File: src/rtl/lpddr2_avl_arbiter.sv
// lpddr2_avl_arbiter
// Shares the single LPDDR2 avl_0 port between a write-only requester (W)
// and a read-only requester (R), all in the afi_half_clk domain.
// Arbitration is per command. A write burst keeps its grant until the last
// beat. Outstanding read beats are capped at MAX_PEND. No new grant is given
// while local_init_done is low.
// Build option: define ARB_RD_PRIORITY_EN to let R win whenever eligible.
// W is still forced in after MAX_RD_RUN back-to-back R grants.
// MAX_RD_RUN exists only in that build.
// Without the macro, W and R strictly alternate when both are eligible.
module lpddr2_avl_arbiter #(
  parameter int ADDR_W     = 27,
  parameter int DATA_W     = 32,
  parameter int BURST_W    = 3,
`ifdef ARB_RD_PRIORITY_EN
  parameter int MAX_RD_RUN = 4,
`endif
  parameter int MAX_PEND   = 8
) (
  input  logic               iCLK,
  input  logic               iRST_n,
  input  logic               local_init_done,
  input  logic               w_write,
  input  logic [ADDR_W-1:0]  w_address,
  input  logic [DATA_W-1:0]  w_writedata,
  input  logic [BURST_W-1:0] w_burstcount,
  output logic               w_waitrequest_n,
  input  logic               r_read,
  input  logic [ADDR_W-1:0]  r_address,
  input  logic [BURST_W-1:0] r_burstcount,
  output logic               r_waitrequest_n,
  output logic [DATA_W-1:0]  r_readdata,
  output logic               r_readdatavalid,
  input  logic               avl_ready,
  output logic               avl_burstbegin,
  output logic [ADDR_W-1:0]  avl_addr,
  output logic [DATA_W-1:0]  avl_wdata,
  output logic               avl_read_req,
  output logic               avl_write_req,
  output logic [BURST_W-1:0] avl_size,
  input  logic               avl_rdata_valid,
  input  logic [DATA_W-1:0]  avl_rdata,
  output logic [7:0]         rd_pending
);

  typedef enum logic [1:0] {IDLE, GNT_W, GNT_R} arb_state_t;

  arb_state_t         state;
  arb_state_t         state_next;
  logic [BURST_W-1:0] w_burst_eff;
  logic [BURST_W-1:0] r_burst_eff;
  logic [BURST_W-1:0] beats_left;
  logic               first_beat;
  logic [8:0]         pend_sum;
  logic               r_eligible;
  logic               grant_w;
  logic               grant_r;
  logic               w_beat_acc;
  logic               w_last_beat;
  logic               r_cmd_acc;
  logic [7:0]         pend_add;
  logic [7:0]         pend_next;

  // A burstcount of zero means a single beat
  assign w_burst_eff = (w_burstcount == '0) ? BURST_W'(1) : w_burstcount;
  assign r_burst_eff = (r_burstcount == '0) ? BURST_W'(1) : r_burstcount;

  // A read may only start if its beats still fit under the outstanding cap
  assign pend_sum   = {1'b0, rd_pending} + 9'(r_burst_eff);
  assign r_eligible = r_read && (pend_sum <= 9'(MAX_PEND));

  assign w_beat_acc  = (state == GNT_W) && w_write && avl_ready;
  assign w_last_beat = w_beat_acc &&
                       (first_beat ? (w_burst_eff == BURST_W'(1)) : (beats_left == BURST_W'(1)));
  assign r_cmd_acc   = (state == GNT_R) && r_read && avl_ready;

`ifdef ARB_RD_PRIORITY_EN
  logic [7:0] rd_run;
  logic       rd_run_full;

  assign rd_run_full = (rd_run >= 8'(MAX_RD_RUN));

  // Pick the winner for the next command: reads first, unless the read run is used up and W waits
  always_comb begin
    grant_w = 1'b0;
    grant_r = 1'b0;
    if (local_init_done) begin
      if (r_eligible && !(w_write && rd_run_full)) begin
        grant_r = 1'b1;
      end else if (w_write) begin
        grant_w = 1'b1;
      end
    end
  end

  // Count back-to-back read grants; any write grant restarts the run
  always_ff @(posedge iCLK or negedge iRST_n) begin
    if (!iRST_n) begin
      rd_run <= '0;
    end else if (state == IDLE) begin
      if (grant_w) begin
        rd_run <= '0;
      end else if (grant_r && !rd_run_full) begin
        rd_run <= rd_run + 8'd1;
      end
    end
  end
`else
  logic last_was_w;

  // Pick the winner for the next command: when both are eligible, serve the one not served last
  always_comb begin
    grant_w = 1'b0;
    grant_r = 1'b0;
    if (local_init_done) begin
      if (w_write && r_eligible) begin
        grant_w = !last_was_w;
        grant_r = last_was_w;
      end else begin
        grant_w = w_write;
        grant_r = r_eligible;
      end
    end
  end

  // Remember which requester completed the most recent command
  always_ff @(posedge iCLK or negedge iRST_n) begin
    if (!iRST_n) begin
      last_was_w <= 1'b0;
    end else if (w_last_beat) begin
      last_was_w <= 1'b1;
    end else if (r_cmd_acc) begin
      last_was_w <= 1'b0;
    end
  end
`endif

  // State register
  always_ff @(posedge iCLK or negedge iRST_n) begin
    if (!iRST_n) begin
      state <= IDLE;
    end else begin
      state <= state_next;
    end
  end

  // Next state: a grant lasts until its write burst ends or its read command is taken
  always_comb begin
    state_next = state;
    case (state)
      IDLE: begin
        if (grant_w) begin
          state_next = GNT_W;
        end else if (grant_r) begin
          state_next = GNT_R;
        end
      end
      GNT_W: begin
        if (w_last_beat) begin
          state_next = IDLE;
        end
      end
      GNT_R: begin
        if (r_cmd_acc) begin
          state_next = IDLE;
        end
      end
      default: state_next = IDLE;
    endcase
  end

  // Track write beats: the count is loaded from burstcount on the first accepted beat
  always_ff @(posedge iCLK or negedge iRST_n) begin
    if (!iRST_n) begin
      first_beat <= 1'b0;
      beats_left <= '0;
    end else if ((state == IDLE) && grant_w) begin
      first_beat <= 1'b1;
    end else if (w_beat_acc) begin
      first_beat <= 1'b0;
      beats_left <= (first_beat ? w_burst_eff : beats_left) - BURST_W'(1);
    end
  end

  // Outstanding read beats: add on command accept, subtract on each return, never below zero
  always_comb begin
    pend_add  = rd_pending + (r_cmd_acc ? 8'(r_burst_eff) : 8'd0);
    pend_next = pend_add;
    if (avl_rdata_valid && (pend_add != 8'd0)) begin
      pend_next = pend_add - 8'd1;
    end
  end

  // Outstanding read beat register
  always_ff @(posedge iCLK or negedge iRST_n) begin
    if (!iRST_n) begin
      rd_pending <= '0;
    end else begin
      rd_pending <= pend_next;
    end
  end

  // Route the granted requester to the controller; everything is zero when nobody holds a grant
  always_comb begin
    avl_burstbegin  = 1'b0;
    avl_addr        = '0;
    avl_wdata       = '0;
    avl_read_req    = 1'b0;
    avl_write_req   = 1'b0;
    avl_size        = '0;
    w_waitrequest_n = 1'b0;
    r_waitrequest_n = 1'b0;
    case (state)
      GNT_W: begin
        avl_addr        = w_address;
        avl_wdata       = w_writedata;
        avl_size        = w_burst_eff;
        avl_write_req   = w_write;
        avl_burstbegin  = first_beat && w_write;
        w_waitrequest_n = avl_ready;
      end
      GNT_R: begin
        avl_addr        = r_address;
        avl_size        = r_burst_eff;
        avl_read_req    = r_read;
        avl_burstbegin  = 1'b1;
        r_waitrequest_n = avl_ready;
      end
      default: begin
      end
    endcase
  end

  assign r_readdata      = avl_rdata;
  assign r_readdatavalid = avl_rdata_valid;

endmodule

File: config.mk
export PLATFORM = sky130hd
export DESIGN_NAME = lpddr2_avl_arbiter
export DESIGN_NICKNAME = d
export VERILOG_FILES = /design/src/rtl/lpddr2_avl_arbiter.sv
export SDC_FILE = /design/constraint.sdc
export NUM_CORES = 1
export LEC_CHECK = 0
export ABC_AREA = 1
export BUFFER_PORTS_ARGS = -buffer_cell sky130_fd_sc_hd__buf_2
export CORE_AREA = 3 3 91 93
export CTS_CLUSTER_SIZE = 40
export DETAILED_ROUTE_END_ITERATION = 12
export DIE_AREA = 0 0 94 96
export HOLD_SLACK_MARGIN = 0.06
export PLACE_DENSITY_LB_ADDON = 0.2
export SYNTH_ARGS = -nofsm -noshare
export SYNTH_HDL_FRONTEND = slang
export SYNTH_SLANG_ARGS = --single-unit
File: constraint.sdc
create_clock -name iCLK -period 7.04 [get_ports iCLK]
set_clock_uncertainty 0.15 [all_clocks]
set_input_delay 1.76 -clock iCLK [delete_from_list [all_inputs] [get_ports iCLK]]
set_output_delay 1.76 -clock iCLK [all_outputs]
set_load 0.02 [all_outputs]
==> results of run 1 <==
==> flip-flops by register name, indices dropped and copies added (netlist names) <==
register and flops:
rd_pending 8, beats_left 3, state 2, first_beat 1, last_was_w 1
==> per-layer routing <==
metal / global-route usage / wire [um] / vias up
li1: - / - / 1466
met1: 0.298 / 4630 / 1293
met2: 0.312 / 4410 / 145
met3: 0.0571 / 901 / 6
met4: 0.0253 / 48 / 2
met5: 0 / 7 / -
==> synthesized netlist by cell type, drive strengths merged <==
cell type  instances  area share
nand2            169        0.28
inv               71        0.11
buf               36        0.11
a21oi             35       0.074
nand3             19       0.047
dfrtp             15        0.16
nor2              15       0.026
ha                13       0.069
clkbuf            12       0.019
xor2               7       0.032
o21ai              5       0.011
nor3               4       0.011
nand4              3      0.0079
fa                 2       0.017
mux2i              2      0.0085
xnor2              2      0.0074
clkinv             1      0.0016
nand3b             1      0.0032
o21bai             1      0.0032
==> cell usage in the layout, fill, tap and decap left out, types with 3 or more instances in the layout <==
cell type,n
dfrtp_1,15
buf_2,174
nor3_1,3
o21ai_0,3
xor2_1,5
clkbuf_8,3
nand2_2,5
a21oi_1,35
inv_1,69
ha_1,12
nand3_2,3
nand4_1,3
nand2_1,163
nor2_1,13
nand3_1,16
==> worst max-delay path: stages <==
cell	delay, ns
buf_2	0.12
o21bai_1	0.28
nand2_1	0.11
a21oi_1	0.16
buf_2	0.21
==> path summary, 6_finish.rpt <==
kind | cells past startpoint | start | slack [ns] | to
max in group asynchronous | 1 | iRST_n | 5.19 | rd_pending[1]
worst min register to register | 2 | beats_left[1] | 0.33 | beats_left[1]
min in group asynchronous | 1 | iRST_n | 1.27 | rd_pending[3]
worst max-delay path | 5 | w_burstcount[1] | 2.49 | avl_size[0]
worst min-delay path | 2 | beats_left[1] | 0.33 | beats_left[1]
worst max register to register | 17 | state[0] | 3.85 | rd_pending[2]
==> final cells by class <==
| type | instances | area [sq um] | area share |
|---|---|---|---|
| Clock buffer | 4 | 45.0 | 0.0144 |
| Inverter | 72 | 275 | 0.0882 |
| Multi-Input combinational cell | 278 | 1410 | 0.453 |
| Sequential cell | 15 | 375 | 0.120 |
| Tap cell | 102 | 128 | 0.0409 |
| Timing Repair Buffer | 176 | 886 | 0.284 |
==> metrics by stage <==
| step | cells | util |
|---|---|---|
| CTS | 647 | 0.410 |
| global placement | 643 | 0.404 |
| floorplan | 413 | - |
| finish | 647 | 0.410 |
| global route | 647 | 0.410 |
| detailed placement | 643 | 0.404 |
==> power by group through the flow <==
stage / logic [mW] / clock network (mW) / registers (mW)
after floorplan: 0.551 / 0 / 0.182
after global placement: 0.765 / 0 / 0.169
after detailed placement: 0.780 / 0 / 0.170
after CTS: 0.783 / 0.0751 / 0.169
after global routing: 0.874 / 0.0793 / 0.176
final: 0.776 / 0.0746 / 0.169
==> logic make-up (layout without fill, tap and decap cells) <==
group | count (synthesis) | in the layout | share of synthesized area
AO/OA/AOI/OAI | 41 | 41 | 0.0878
XOR/XNOR | 9 | 9 | 0.0397
adder cells (fa/ha/maj) | 15 | 15 | 0.0857
buffers and inverters | 120 | 252 | 0.245
flip-flops | 15 | 15 | 0.159
multiplexers | 2 | 2 | 0.00847
AND/OR/NAND/NOR | 211 | 211 | 0.375
==> key figures, run 1 <==
Min path
  • HP Class: reg -> reg

Floorplan
  • I/O pin count: 239
  • Row count: 32
  • Core area: 7610 sq um
  • Die Span Y: 96 um
  • Die ar.: 9020 sq um
  • Chip width: 94 um
  • Initial Util: 0.311

Status
  • Outcome: finished clean

Global routing
  • Global-route wire length before repair: 14,200 um
  • Total GRT Usage: 0.206
  • GRT Residual Overflow: 0
  • Number of global-route vias before repair: 2,670
  • Initial antenna violation count: 1
  • Largest net degree at the start of global routing: 44

STA
  • Final Slew Violations: 0
  • RSZ-0062 raised after global routing: false
  • Min Tclk post-route: 4.55 ns
  • Hold WS: 0.332 ns
  • Worst slew pin tran: 0.997 ns
  • Peak Freq: 0.220 GHz
  • Final worst setup slack: 2.49 ns
  • Post-route setup TNS: 0 ns
  • Final setup violation count: 0
  • Final worst path period share: 0.647
  • Max-slew headroom: 0.335
  • Hold Vio Cnt, Final: 0

Clock tree
  • Clk root buf: clkbuf_8
  • Hold buffer count at CTS: 0
  • PostCTS Resize Cnt: 0
  • H-tree depth: 1
  • Num CTS Buffers: 3
  • Clk sinks: 15
  • Max Root-Sink Buffers: 2
  • Clk_lat worst skew: 0.25 ns
  • Worst-path clk slew: 0.07 ns
  • Post-CTS Setup Inserts: 0
  • CTS tree: yes

Pwr
  • P per Cell Area: 326 nW/um^2
  • Int Pwr: 418 uW
  • Seq pwr share: 0.165
  • Combinational power share: 0.761
  • Tot Pwr: 1.02 mW
  • Sw Pwr: 601 uW
  • Clock share of power: 0.073
  • Switching share of power: 0.590
  • Worst VDD drop: 0.000134 V
  • Leakage power: 2.12 nW

Detailed routing
  • Vias: 2,912
  • DR iter-0 viols: 138
  • First-pass iteration count of the detailed router: 4
  • Final WL: 10000 um
  • Via density per instance: 4.50
  • Post-route ant nets: 0
  • Post-route DRC: 0
  • WL/cell: 15.5 um

Critical path
  • Worst setup SP type: input port
  • CP required: 5.13 ns
  • Worst Setup End Kind: output port
  • Max FO, Critical Path: 3
  • Critical Path AT: 2.64 ns
  • Crit Path Class: in -> out

Logic synthesis
  • Mean post-synth cell area: 5.73 sq um
  • Sequential share of the synthesized area: 0.159
  • Post-synthesis sequential element count: 15
  • Netlist cell types: 29
  • Synthesized cell area: 2360 sq um
  • Post-Synthesis Net Count: 559
  • Synthesized instance count: 413
  • Yosys warnings: 0

Layout
  • P&R area growth vs syn: 32.0%
  • Fill cells: 873
  • Antenna cells: 0
  • Share of cells above drive strength 1: 0.360
  • Post-route cell area: 3120 sq um
  • NumNets Final: 692

Place
  • IO buf count: 174
  • Placed cell area: 3080 sq um
  • DP Worst Slack: 2.47 ns
  • Routability cong.: 0.880
  • Hpwl dp: 8700 um

Run
  • Max_cap viols: 0
No activity file was read; power rests on OpenSTA's default activity.
==> run 2, diff against run 1 <==
--- a/config.mk
+++ b/config.mk
@@ -7,10 +7,10 @@
 export LEC_CHECK = 0
 export ABC_AREA = 1
 export BUFFER_PORTS_ARGS = -buffer_cell sky130_fd_sc_hd__buf_2
-export CORE_AREA = 3 3 91 93
+export CORE_AREA = 3 3 92 94
 export CTS_CLUSTER_SIZE = 40
 export DETAILED_ROUTE_END_ITERATION = 12
-export DIE_AREA = 0 0 94 96
+export DIE_AREA = 0 0 95 97
 export HOLD_SLACK_MARGIN = 0.06
 export PLACE_DENSITY_LB_ADDON = 0.2
 export SYNTH_ARGS = -nofsm -noshare
==> constraint.sdc (replaced) <==
create_clock -name iCLK -period 4.1 [get_ports iCLK]
set_clock_uncertainty 0.15 [all_clocks]
set_input_delay 1.025 -clock iCLK [delete_from_list [all_inputs] [get_ports iCLK]]
set_output_delay 1.025 -clock iCLK [all_outputs]
set_load 0.02 [all_outputs]
==> run 2 against run 1 <==
Register-to-register slack worse by 2.7 ns. Largest power group unchanged. Cell count rose by 0.15%. Clock power is 68% higher. Global-route usage increased by 0.050 points. First-iteration DRC count fell by 34%. Flip-flop and latch count unchanged. Routed wire length increased by 0.85%. Die area is 2.1% higher. Power is 73% higher. Hold slack got worse by 0.0036 ns. Design area up 0.64%.
==> key figures, run 2 (synthesis gave the netlist of run 1 again) <==
Status
  • Outcome: finished clean

Critical path
  • CP required: 2.92 ns
  • R2r endpoint: rd_pending[5]
  • Crit Path Class: reg -> out
  • Launching point of the worst reg2reg path: state[0]
  • Worst Setup End Kind: output port
  • Max FO, Critical Path: 37
  • Critical Path AT: 2.08 ns
  • Worst setup SP type: flip-flop
  • Reg2reg setup slack: 1.12 ns
  • FF-to-FF path depth: 19

Floorplan
  • Chip width: 95 um
  • Initial Util: 0.306
  • Row count: 32
  • Die Span Y: 97 um
  • Die ar.: 9220 sq um
  • Core area: 7730 sq um
  • I/O pin count: 239

Clock tree
  • CTS tree: yes
  • Num CTS Buffers: 3
  • Hold buffer count at CTS: 0
  • Max Root-Sink Buffers: 2
  • Clk_lat worst skew: 0.25 ns
  • Clk root buf: clkbuf_8
  • Clk sinks: 15
  • Post-CTS Setup Inserts: 0
  • Worst-path clk slew: 0.07 ns
  • H-tree depth: 1
  • PostCTS Resize Cnt: 0

Layout
  • Most frequent cells in the layout: buf_2 (174), nand2_1 (163), inv_1 (69), a21oi_1 (35), nand3_1 (16)
  • Commonest non-fill, non-tap cell in the layout: buf_2
  • P&R area growth vs syn: 32.9%
  • Share of cells above drive strength 1: 0.361
  • Max FFs per register: 8
  • Top flop regs: rd_pending (8), beats_left (3), state (2)
  • Fill cells: 891
  • NumNets Final: 693
  • Layout Cells excl Fill: 648
  • Largest Register: rd_pending
  • Antenna cells: 0
  • Post-route cell area: 3140 sq um

STA
  • Hold Vio Cnt, Final: 0
  • Final worst path period share: 0.794
  • Peak Freq: 0.307 GHz
  • Min Tclk post-route: 3.25 ns
  • Final worst setup slack: 0.846 ns
  • Final Slew Violations: 0
  • Max-slew headroom: 0.598
  • RSZ-0062 raised after global routing: false
  • Final setup violation count: 0
  • Post-route setup TNS: 0 ns
  • Worst slew pin tran: 0.602 ns

Run
  • Max_cap viols: 0

Global routing
  • GRT Residual Overflow: 0
  • Global-route wire length before repair: 14,600 um
  • Initial antenna violation count: 0
  • Number of global-route vias before repair: 2,692
  • Total GRT Usage: 0.206
  • Largest net degree at the start of global routing: 38

Place
  • Placed cell area: 3100 sq um
  • IO buf count: 174
  • Hpwl dp: 8810 um
  • Inst Count DP: 644
  • DP Worst Slack: 0.640 ns
  • Routability cong.: 0.922

Min path
  • Hold Path Cell Cnt: 2
  • HP Class: reg -> reg
  • Hold path start: beats_left[1]
  • Hold endpoint: beats_left[1]

Detailed routing
  • WL/cell: 15.6 um
  • Vias: 2,882
  • Via density per instance: 4.45
  • First-pass iteration count of the detailed router: 4
  • Post-route ant nets: 0
  • Post-route DRC: 0
  • DR iter-0 viols: 91
  • Final WL: 10,100 um

Pwr
  • Tot Pwr: 1.77 mW
  • P per Cell Area: 562 nW/um^2
  • Leakage power: 2.13 nW
  • Worst VDD drop: 0.000252 V
-- run 2: changes by cell type in the layout (fill, tap and decap cells not counted), sizes merged --
cell / previous run / this run
buf: 176 / 177
-- run 2: area by class of cell --
class / count / area (sq um) / area share
inverter: 72 / 275 / 0.0876
multi-input combinational: 278 / 1410 / 0.450
timing repair buffer: 177 / 906 / 0.288
clock buffer: 4 / 45.0 / 0.0143
sequential: 15 / 375 / 0.119
tap: 102 / 128 / 0.0406
-- run 2: metrics by stage --
| stage | hold slack (ns) | utilization |
|---|---|---|
| floorplan | 0.291 | - |
| finish | 0.328 | 0.407 |
| global route | 0.371 | 0.407 |
| global placement | 0.306 | 0.401 |
| detailed placement | 0.315 | 0.401 |
| CTS | 0.331 | 0.407 |
-- run 2: worst max path at each step --
stage,start,end,depth (start not counted)
finish,state[1],avl_addr[1],6
global route,r_burstcount[1],rd_pending[5],17
CTS,state[1],avl_addr[1],6
detailed placement,r_read,rd_pending[5],18
global placement,avl_ready,rd_pending[7],18
floorplan,r_burstcount[2],rd_pending[4],16
-- run 2: per-layer routing --
layer	GRT usage	wire [um]	vias up
met2	0.327	4550	123
met4	0.0355	83	0
met3	0.0537	869	12
li1	-	-	1468
met5	0	0	-
met1	0.283	4580	1279
-- run 2: worst max-delay path, stage by stage, from the launching register on --
cell	delay (ns)
dfrtp_1	0.40
inv_1	0.09
ha_2	0.55
buf_12	0.26
nand2_1	0.08
a21oi_1	0.22
buf_2	0.21
-- run 2: where the power goes --
group          internal (mW)  switching, mW  leakage [nW]
combinational          0.447          0.900          1.92
clock                 0.0689         0.0564        0.0228
sequential             0.213         0.0798         0.188
total                  0.729           1.04          2.13
==> run 3, diff against run 2 <==
==> constraint.sdc (replaced) <==
create_clock -name iCLK -period 3.15 [get_ports iCLK]
set_clock_uncertainty 0.15 [all_clocks]
set_input_delay 0.7875 -clock iCLK [delete_from_list [all_inputs] [get_ports iCLK]]
set_output_delay 0.7875 -clock iCLK [all_outputs]
set_load 0.02 [all_outputs]
==> run 3 against run 2 <==
Design area increased by 1.7%. Routed wire length decreased by 1.2%. Via count increased by 0.73%. Clock power increased by 30%. Combinational power increased by 33%. Worst setup slack got worse by 0.56 ns. Sequential share of layout area decreased by 0.20 points. Largest power group unchanged.
==> key figures, run 3 (synthesis gave the netlist of run 1 again) <==
Status
  • Outcome: finished clean

Detailed routing
  • Via density per instance: 4.45
  • WL/cell: 15.3 um
  • Post-route ant nets: 0
  • First-pass iteration count of the detailed router: 4
  • Final WL: 9970 um
  • Post-route DRC: 0
  • DR iter-0 viols: 201
  • Vias: 2,903

STA
  • Max-slew headroom: 0.662
  • Peak Freq: 0.349 GHz
  • Final worst path period share: 0.910
  • Hold Vio Cnt, Final: 0
  • Final worst setup slack: 0.282 ns
  • Final setup violation count: 0
  • Worst slew pin tran: 0.507 ns
  • Final Slew Violations: 0
  • RSZ-0062 raised after global routing: false
  • Min Tclk post-route: 2.87 ns

Layout
  • Largest Register: rd_pending
  • Share of cells above drive strength 1: 0.374
  • Fill cells: 868
  • Most frequent cells in the layout: buf_2 (174), nand2_1 (162), inv_1 (68), a21oi_1 (35), nand3_1 (16)
  • Antenna cells: 0
  • NumNets Final: 698
  • Max FFs per register: 8
  • P&R area growth vs syn: 35.1%
  • Top flop regs: rd_pending (8), beats_left (3), state (2)
  • Commonest non-fill, non-tap cell in the layout: buf_2

Pwr
  • P per Cell Area: 736 nW/um^2
  • Tot Pwr: 2.35 mW
  • Worst VDD drop: 0.000346 V
  • Leakage power: 2.16 nW

Critical path
  • Slowest-stage cell, CP: inv_1
  • Cell mode on critical path: inv_1
  • Top Family by Delay on Critical Path: buffers and inverters
  • Crit Path Class: reg -> out
  • CP max stage delay: 0.39 ns
  • Crit-path cells: inv_1, ha_1, inv_1, buf_4, a21oi_1, buf_2
  • Launching point of the worst reg2reg path: state[0]
  • Max FO, Critical Path: 15
  • CP required: 2.21 ns
  • Worst Setup End Kind: output port
  • Setup crit start: state[0]
  • Worst setup SP type: flip-flop
  • Critical Path AT: 1.93 ns
  • CP bufs+invs: 4

Floorplan
  • Chip width: 95 um
  • Die ar.: 9220 sq um
  • Initial Util: 0.306
  • I/O pin count: 239
  • Core area: 7730 sq um
  • Row count: 32
  • Die Span Y: 97 um

Global routing
  • Initial antenna violation count: 0
  • GRT Residual Overflow: 0
  • Total GRT Usage: 0.205
  • Global-route wire length before repair: 14,500 um
  • Largest net degree at the start of global routing: 66
  • Number of global-route vias before repair: 2,692

Clock tree
  • Clk_lat worst skew: 0.25 ns
  • H-tree depth: 1
  • Worst-path clk slew: 0.06 ns
  • Num CTS Buffers: 3
  • Clk sinks: 15
  • Max Root-Sink Buffers: 2
  • Hold buffer count at CTS: 0
  • CTS tree: yes
  • Clk root buf: clkbuf_8

Min path
  • HP Class: in -> async

Place
  • DP Worst Slack: -0.0258 ns
  • IO buf count: 174
  • Routability cong.: 0.905
  • Hpwl dp: 8660 um

Run
  • Max_cap viols: 0
[run 3: path summary, 6_finish.rpt]
check | cells after the start | endpoint | slack [ns]
max | 6 | avl_addr[24] | 0.28
min | 1 | rd_pending[3] | 0.30
max reg2reg | 19 | rd_pending[4] | 0.34
min reg2reg | 2 | beats_left[1] | 0.33
max in group asynchronous | 1 | beats_left[1] | 2.28
min in group iCLK | 2 | beats_left[1] | 0.33
[run 3: timing repair]
item,CTS,global route
endpoints found under the hold margin,0,0
resized for setup,0,4
setup buffers,0,0
endpoints found under the setup margin,0,7
[run 3: cell type report]
| cell class | instances | area [sq um] | share of cell area |
|---|---|---|---|
| flip-flops and latches | 15 | 375 | 0.118 |
| repair buffers | 182 | 943 | 0.295 |
| inverters | 72 | 275 | 0.0862 |
| well taps | 102 | 128 | 0.0400 |
| clock buffers | 4 | 45.0 | 0.0141 |
| multi-input cells | 278 | 1430 | 0.447 |
[run 3: per-stage QoR]
step | util | cell area (sq um) | cells | TNS (ns) | hold WS [ns]
floorplan | - | 2360 | 413 | 0 | 0.291
global placement | 0.406 | 3130 | 649 | 0 | 0.309
detailed placement | 0.406 | 3130 | 649 | -0.103 | 0.311
CTS | 0.411 | 3180 | 653 | 0 | 0.307
global route | 0.413 | 3190 | 653 | 0 | 0.319
finish | 0.413 | 3190 | 653 | 0 | 0.298
[run 3: layer usage]
metal | share of wire | global-route usage | routed length [um] | vias to the layer above
met1 | 0.45 | 0.286 | 4470 | 1275
met4 | 0.010 | 0.0366 | 100 | 0
met2 | 0.44 | 0.315 | 4380 | 135
li1 | - | - | - | 1480
met3 | 0.10 | 0.0575 | 1010 | 13
met5 | 0 | 0 | 0 | -
[run 3: report_power, final]
group          switching, mW  leakage, nW  total, mW  internal [mW]
Sequential             0.109        0.188      0.386          0.277
Clock                 0.0730       0.0228      0.163         0.0898
Combinational           1.18         1.94       1.80          0.628
Total                   1.36         2.16       2.35          0.994
